--- config.mk ---
export PLATFORM = sky130hd
export DESIGN_NAME = srff_ctrl
export DESIGN_NICKNAME = d
export VERILOG_FILES = /design/src/rtl/srff_ctrl_pkg.sv /design/src/rtl/srff_ctrl_cell.sv /design/src/rtl/srff_ctrl.sv
export SDC_FILE = /design/constraint.sdc
export NUM_CORES = 1
export LEC_CHECK = 0
export ABC_AREA = 1
export CORE_MARGIN = 4
export CORE_UTILIZATION = 40
export DETAILED_ROUTE_END_ITERATION = 7
export GPL_TIMING_DRIVEN = 1
export HOLD_SLACK_MARGIN = 0.15
export PLACE_DENSITY_LB_ADDON = 0.08
export SYNTH_ARGS = -nofsm -noshare
export SYNTH_HDL_FRONTEND = slang
export SYNTH_SLANG_ARGS = --single-unit
export TNS_END_PERCENT = 20
--- constraint.sdc ---
create_clock -name clk_i -period 2.9 [get_ports clk_i]
set_clock_uncertainty 0.1 [all_clocks]
set_input_delay 0.725 -clock clk_i [delete_from_list [all_inputs] [get_ports clk_i]]
set_output_delay 0.725 -clock clk_i [all_outputs]
set_load 0.01 [all_outputs]
--- src/rtl/srff_ctrl_pkg.sv ---
// Shared types and constants for the SR flip-flop controller.
package srff_ctrl_pkg;

   // Controller FSM states.
   typedef enum logic [1:0] {
      StIdle  = 2'd0,
      StDrive = 2'd1,
      StGap   = 2'd2,
      StAck   = 2'd3
   } state_e;

   // Operation encoding carried on OP_A / OP_B.
   localparam logic OP_SET   = 1'b1;
   localparam logic OP_RESET = 1'b0;

   // Width of the shared pulse/gap down-counter.
   localparam int unsigned CNT_W = 4;

   // Requester index, also used as the round-robin priority pointer.
   typedef enum logic {
      ReqA = 1'b0,
      ReqB = 1'b1
   } req_idx_e;

   // The requester that did not win; the pointer moves there after a grant.
   function automatic req_idx_e other_side(req_idx_e idx);
      return (idx == ReqA) ? ReqB : ReqA;
   endfunction

endpackage

--- src/rtl/srff_ctrl_cell.sv ---
// srff_cell: clocked SR flip-flop with asynchronous active-low clear.
// S has priority over R in the next-state logic; the controller never drives both.
module srff_cell (
   input  logic clk_i,
   input  logic rst_n_i,
   input  logic s_i,
   input  logic r_i,
   output logic q_o,
   output logic q_prim_o
);

   logic q_q;

   // Set, clear or hold on each rising edge; reset clears asynchronously.
   always_ff @(posedge clk_i or negedge rst_n_i) begin
      if (!rst_n_i) begin
         q_q <= 1'b0;
      end else if (s_i) begin
         q_q <= 1'b1;
      end else if (r_i) begin
         q_q <= 1'b0;
      end
   end

   assign q_o      = q_q;
   assign q_prim_o = ~q_q;

endmodule

--- src/rtl/srff_ctrl.sv ---
// srff_ctrl: two-requester round-robin controller that pulses S/R into an SR cell.
// Optional build macro SRFF_READBACK_EN adds a sticky Q-versus-OP readback check on ERR.
module srff_ctrl
   import srff_ctrl_pkg::*;
#(
   parameter int unsigned PULSE_CYC = 2,
   parameter int unsigned GAP_CYC   = 1
) (
   input  logic clk_i,
   input  logic rst_n_i,
   input  logic req_a_i,
   input  logic op_a_i,
   output logic ack_a_o,
   input  logic req_b_i,
   input  logic op_b_i,
   output logic ack_b_o,
   output logic s_o,
   output logic r_o,
   output logic q_o,
   output logic q_prim_o,
   output logic busy_o,
   output logic err_o
);

   // Counter reload values: the counter holds "cycles remaining minus one".
   localparam logic [CNT_W-1:0] PULSE_LOAD = CNT_W'(PULSE_CYC - 1);
   localparam logic [CNT_W-1:0] GAP_LOAD   = CNT_W'(GAP_CYC - 1);

   state_e             state_q, state_d;
   logic [CNT_W-1:0]   cnt_q, cnt_d;
   logic               op_q, op_d;
   req_idx_e           grant_q, grant_d;
   req_idx_e           ptr_q, ptr_d;

   req_idx_e           grant_sel;
   logic               op_sel;
   logic               q;

   // Round-robin pick: pointer side wins a tie, a lone request always wins.
   always_comb begin
      grant_sel = ptr_q;
      if (req_a_i && req_b_i) begin
         grant_sel = ptr_q;
      end else if (req_a_i) begin
         grant_sel = ReqA;
      end else if (req_b_i) begin
         grant_sel = ReqB;
      end
      op_sel = (grant_sel == ReqA) ? op_a_i : op_b_i;
   end

   // Next-state logic for the controller FSM and the shared down-counter.
   always_comb begin
      state_d = state_q;
      cnt_d   = cnt_q;
      op_d    = op_q;
      grant_d = grant_q;
      ptr_d   = ptr_q;
      unique case (state_q)
         StIdle: begin
            if (req_a_i || req_b_i) begin
               grant_d = grant_sel;
               op_d    = op_sel;
               ptr_d   = other_side(grant_sel);
               // Cell already holds the requested value: skip the pulse.
               if (op_sel == q) begin
                  state_d = StAck;
               end else begin
                  state_d = StDrive;
                  cnt_d   = PULSE_LOAD;
               end
            end
         end
         StDrive: begin
            if (cnt_q == '0) begin
               if (GAP_CYC == 0) begin
                  state_d = StAck;
               end else begin
                  state_d = StGap;
                  cnt_d   = GAP_LOAD;
               end
            end else begin
               cnt_d = cnt_q - CNT_W'(1);
            end
         end
         StGap: begin
            if (cnt_q == '0) begin
               state_d = StAck;
            end else begin
               cnt_d = cnt_q - CNT_W'(1);
            end
         end
         StAck: begin
            state_d = StIdle;
         end
         default: begin
            state_d = StIdle;
         end
      endcase
   end

   // Controller state registers.
   always_ff @(posedge clk_i or negedge rst_n_i) begin
      if (!rst_n_i) begin
         state_q <= StIdle;
         cnt_q   <= '0;
         op_q    <= OP_RESET;
         grant_q <= ReqA;
         ptr_q   <= ReqA;
      end else begin
         state_q <= state_d;
         cnt_q   <= cnt_d;
         op_q    <= op_d;
         grant_q <= grant_d;
         ptr_q   <= ptr_d;
      end
   end

   // Drives decode straight from the state register, so reset forces S=R=0 at once.
   assign s_o     = (state_q == StDrive) && (op_q == OP_SET);
   assign r_o     = (state_q == StDrive) && (op_q == OP_RESET);
   assign ack_a_o = (state_q == StAck) && (grant_q == ReqA);
   assign ack_b_o = (state_q == StAck) && (grant_q == ReqB);
   assign busy_o  = (state_q != StIdle);

   srff_cell u_cell (
      .clk_i    (clk_i),
      .rst_n_i  (rst_n_i),
      .s_i      (s_o),
      .r_i      (r_o),
      .q_o      (q),
      .q_prim_o (q_prim_o)
   );

   assign q_o = q;

`ifdef SRFF_READBACK_EN
   logic err_q;
   logic mismatch;

   // Q is settled by the time ACK is reached (S=R=0 there), so check it in that cycle.
   assign mismatch = (state_q == StAck) && (q != op_q);

   // Sticky error flag, cleared only by reset.
   always_ff @(posedge clk_i or negedge rst_n_i) begin
      if (!rst_n_i) begin
         err_q <= 1'b0;
      end else begin
         err_q <= err_q | mismatch;
      end
   end

   assign err_o = err_q | mismatch;
`else
   assign err_o = 1'b0;
`endif

endmodule

Word level (Yosys, flattened, before mapping)
Cells that the tools add are included.
{"block": "op_classes", "n_addsub": 1, "mul": 0, "div": 0, "magnitude_cmp": 0, "n_eq_ne": 9, "shifts": 0, "n_mux": 17, "bitwise_logic": 3, "n_reduce_logical": 14}
{"op": "$mux W4", "count": 4}
{"op": "$pmux W4 S3", "count": 1}
{"op": "$ne A2 B2 Y1 const B", "count": 5}
{"op": "$mux W2", "count": 4}
{"op": "$pmux W2 S4", "count": 1}
{"op": "$mux W1", "count": 7}
{"op": "$logic_and A1 B1 Y1", "count": 5}
{"op": "$eq A2 B2 Y1 const B", "count": 2}
{"op": "$logic_not A4 Y1", "count": 1}
{"op": "$reduce_and A4 Y1", "count": 1}
{"op": "$reduce_bool A2 Y1", "count": 2}
{"op": "$sub A4 B1 Y4 const B", "count": 1}
{"op": "$not A1 Y1", "count": 3}
{"op": "$reduce_and A3 Y1", "count": 1}
{"op": "$reduce_bool A3 Y1", "count": 1}
{"op": "$eq A2 B1 Y1 const B", "count": 1}
{"op": "$logic_not A2 Y1", "count": 1}
{"op": "$reduce_and A2 Y1", "count": 1}
{"op": "$eq A1 B1 Y1", "count": 1}
{"op": "$logic_or A1 B1 Y1", "count": 1}
{"block": "totals", "regBits": 10, "latch_bits": 0, "ramBits": 0, "romBits": 0, "out_inout_bits": 8, "wordCells": 50, "n_memories": 0}

Depth between registers and ports, before layout
{"block": "depth", "word_depth": 8, "mapped_depth": 9, "ltp_nobuf": 9}

By module
Synthesis repeated with hierarchy kept, for this count alone.
{"block": "hier_totals", "cells_unflattened": 99, "hier_area_um2": 725.7}
{"module": "srff_ctrl", "instances": 1, "cells_each": 93, "area_per_inst_um2": 681.9, "seq_area_each_um2": 225.2}
{"module": "srff_cell", "instances": 1, "cells_each": 6, "area_per_inst_um2": 43.8, "seq_area_each_um2": 25.0}

Worst setup path before layout
No wires, ideal clock.
{"block": "synth_timing", "kind": "register to output", "startpoint": "register state_q[1]", "endpoint": "output port r_o", "arrival_time_ns": 0.849, "required_time_ns": 2.075, "path_slack_ns": 1.226, "path_stages_with_launch": 5, "n_path_buf": 0, "cell_sequence": "dfrtp_1 inv_1 ha_1 inv_1 nor2_1"}
{"block": "synth_between", "elab_chain_cells": 2}
{"element": "start: declaration", "line_no": "srff_ctrl.sv:29", "rtl": "state_e state_q, state_d;"}
{"element": "start signal: assignment", "line_no": "srff_ctrl.sv:105", "rtl": "state_q <= StIdle;"}
{"element": "start signal: assignment", "line_no": "srff_ctrl.sv:111", "rtl": "state_q <= state_d;"}
{"element": "$eq A2 B1 Y1", "line_no": "srff_ctrl.sv:121", "rtl": "assign r_o = (state_q == StDrive) && (op_q == OP_RESET);"}
{"element": "$logic_and A1 B1 Y1", "line_no": "srff_ctrl.sv:121"}
{"element": "end: declaration", "line_no": "srff_ctrl.sv:18", "rtl": "output logic r_o,"}
Every way passes these cells.

Worst setup path after layout
{"block": "layout_timing", "startpoint": "register state_q[0]", "endpoint": "output port busy_o"}
{"block": "layout_between", "elab_chain_cells": 1}
{"element": "$reduce_bool A2 Y1", "line_no": "srff_ctrl.sv:124", "rtl": "assign busy_o = (state_q != StIdle);"}
{"element": "end: declaration", "line_no": "srff_ctrl.sv:21", "rtl": "output logic busy_o,"}
Every way passes these cells.

==> run summary <==
The run finished with clean final reports. For the number of rows created at floorplan, the log shows 14. During placement, the flow inserted port buffers numbering 12. Counting cells, the worst reg-to-reg path comes to 6. The fraction of power consumed by combinational cells was 0.612. Average footprint of a synthesized cell: 7.43 µm². The region available for standard cell placement spans 0.00158 mm². The H-tree level count is 1, and the count of fill cells added during filler insertion is 159. The path type of the worst min-delay path was register to register. After detailed routing, the average wire length per cell comes to 11.4 µm. TritonCTS built the clock tree. The top cell type's share of synthesized area works out to 0.362.

The run gives 0.395 GHz as the maximum clock rate. Clock-pin slew was measured on the worst setup and hold paths at 0.07 ns. The die is 49.6 µm wide. Along the worst path, the maximum fanout reaches 5. The worst hold path was traced through 2 stages.

The origin of the critical flop-to-flop path was state_q[0]. The synthesized netlist cell count was 93. In this run the worst setup path begins at state_q[0]. The initial antenna violation count was 0. The worst setup path is launched from a register. Clock tree synthesis inserted a total of 3 buffers. The number of DRC violations after detailed routing is 0.

The number of warnings issued by yosys is 0. The run gives 0 ns as the sum of negative setup slack. Across all layers, the routed design uses 607 vias. The via count of the first global-routing pass was 581.

The worst hold path begins at cnt_q[0]. Worst setup path category: register to output pin. The tools report the sequential cell area fraction in the yosys report as 0.362.

Post-route clock period utilization: 0.872. The first global-routing pass estimated 2.43 mm of wire. The logs give 860 µm² for the post-route cell area and 0 for the count of final setup violators.

Cell taking the most area after synthesis: dfrtp_1. The tree is rooted in a clkbuf_4. The final wirelength was 1.41 mm; the post-layout minimum cycle time was 2.53 ns. Summed over all layers, the global routing overflow is 0. The maximum buffer depth of the clock tree came out at 2.

For the worst setup path, the data required time is 2.08 ns. The logs give 0.265 for the fraction of power consumed by sequential logic and 20 for the unique cell type count in the Yosys netlist. The floorplan step set the die height to 49.6 µm. Pin placement for this block handled 14 I/O pins. The number of iterations in the first detailed-routing pass was 4. The switching fraction of total power was 0.461.

The tools report the all-layer global routing usage as 0.124. The analysis attributes to cell leakage a power of 0.462 nW. The final layout contains 121 nets. Max-cap violations in this run came to 0. After synthesis the netlist holds a flip-flop and latch count of 10. The placer congestion estimate came out at 0.883. The post-cts hold buffer count came out at 0.

The area added between synthesis and finish was 24.5%; the total power per unit cell area was 1190 mW/mm². The count of nets left with antenna violations once routing finished came out at 0. The clock drives 10 sinks. The peak supply drop was 0.000613 V. After clock tree synthesis, the repair step resized 0 gates. The fraction of final layout cells sized beyond drive strength 1 is 0.0926, and the number of DRC markers after the initial detailed-route iteration is 11. For the worst-skew pair, the clock arrives at the later sink with an insertion delay of 0.26 ns. The run gives 823 µm² as the instance area after placement.

The worst setup path is captured at an output pin. The run gives 691 µm² as the area of the mapped netlist. The cell-internal power came out at 0.553 mW. Sorting the synthesized cells by area gives the leading types as dfrtp_1, nand2_1, ha_1. The total half-perimeter wirelength after legalization and detailed placement is 1.18 mm. The logs give 0 for the number of endpoints with negative hold slack in the final report and 1.03 mW for the total power draw. Setup repair after global routing left no endpoint under its margin. The die covers 0.00246 mm². The power dissipated by switching net loads was 0.473 mW. For the starting density of the core, the log shows 0.438. Buffers added to address setup during post-CTS repair amount to 0.

Clock network fraction of total power: 0.123. Entering global routing, the biggest net connects 11 pins. Counting every net in the synthesized netlist gives 105. For the worst setup path, the data arrival time is 1.70 ns.

The count of final max-slew check failures is 0, and the antenna diode count is 0. The via density per instance was 4.90.
[worst paths after layout]
check                        endpoint  slack (ns)
max                            busy_o        0.37
min                          cnt_q[0]        0.42
max reg2reg                state_q[1]        1.20
min reg2reg                  cnt_q[0]        0.42
max in group asynchronous  state_q[0]        1.68
min in group asynchronous  u_cell.q_o        0.69
[cell type report]
type	count	area, µm²	share of cell area
Sequential cell	10	250	0.291
Clock buffer	4	36.3	0.0422
Tap cell	16	20.0	0.0233
Inverter	18	67.6	0.0786
Timing Repair Buffer	12	120	0.140
Multi-Input combinational cell	64	365	0.425
[power by group through the flow]
stage	sequential (mW)	combinational, mW	clock (mW)
CTS	0.272	0.632	0.129
finish	0.272	0.628	0.126
detailed placement	0.274	0.629	0
global route	0.280	0.709	0.137
global placement	0.273	0.630	0
floorplan	0.258	0.448	0
[through the flow]
step / setup slack, ns / hold slack, ns / std cells / util
2_1_floorplan: 1.23 / 0.329 / 93 / -
3_3_place_gp: 0.662 / 0.404 / 120 / 0.522
3_5_place_dp: 0.654 / 0.405 / 120 / 0.522
4_1_cts: 0.350 / 0.424 / 124 / 0.545
5_1_grt: 0.251 / 0.465 / 124 / 0.545
6_report: 0.370 / 0.420 / 124 / 0.545
[kinds of logic after synthesis]
kind of cell / count (synthesis) / synth area share
other cells: 1 / 0.00543
flops: 10 / 0.362
simple gates: 43 / 0.283
xor+xnor: 2 / 0.0254
fa+ha+maj: 6 / 0.109
compound gates: 12 / 0.107
buf+inv: 19 / 0.109
[state kept, by name, indices dropped and copies added, names as in the netlist]
register	cells
u_cell.q_o	1
cnt_q	4
state_q	2
grant_q	1
ptr_q	1
op_q	1
[metal layers]
layer | vias up | global-route usage | part of all wire | wire length [µm]
met5 | - | 0 | 0 | 0
met4 | 0 | 0.0507 | 0.0064 | 9
met3 | 2 | 0.0211 | 0.041 | 58
met2 | 9 | 0.178 | 0.43 | 607
met1 | 278 | 0.181 | 0.52 | 737
li1 | 318 | - | - | -
[placed cells by master (no fill, tap or decap)]
| cell type | count |
|---|---|
| dfrtp_1 | 10 |
| a22oi_1 | 1 |
| o22ai_1 | 1 |
| nand3_1 | 8 |
| xor2_1 | 1 |
| nor2_1 | 9 |
| o31ai_1 | 1 |
| conb_1 | 1 |
| nand2_1 | 21 |
| a31oi_1 | 1 |
| nand2_2 | 2 |
| xnor2_1 | 1 |
| o21ai_2 | 1 |
| inv_1 | 18 |
| a21boi_1 | 1 |
| clkbuf_8 | 1 |
| nand3_2 | 3 |
| clkdlybuf4s50_1 | 12 |
| ha_1 | 6 |
| clkbuf_4 | 3 |
| a21oi_1 | 1 |
| o21ai_0 | 5 |
[Yosys cell counts (all sizes together)]
cell	n
ha	6
nand3	11
xnor2	1
nor2	9
xor2	1
nand2	23
a21boi	1
inv	18
conb	1
o21ai	6
a31oi	1
dfrtp	10
buf	1
o22ai	1
o31ai	1
a21oi	1
a22oi	1
[critical path: stages, from the launching register on]
cell             delay, ns
dfrtp_1               0.39
inv_1                 0.09
ha_1                  0.26
inv_1                 0.15
clkdlybuf4s50_1       0.56
Power figures use the tool's default switching activity.
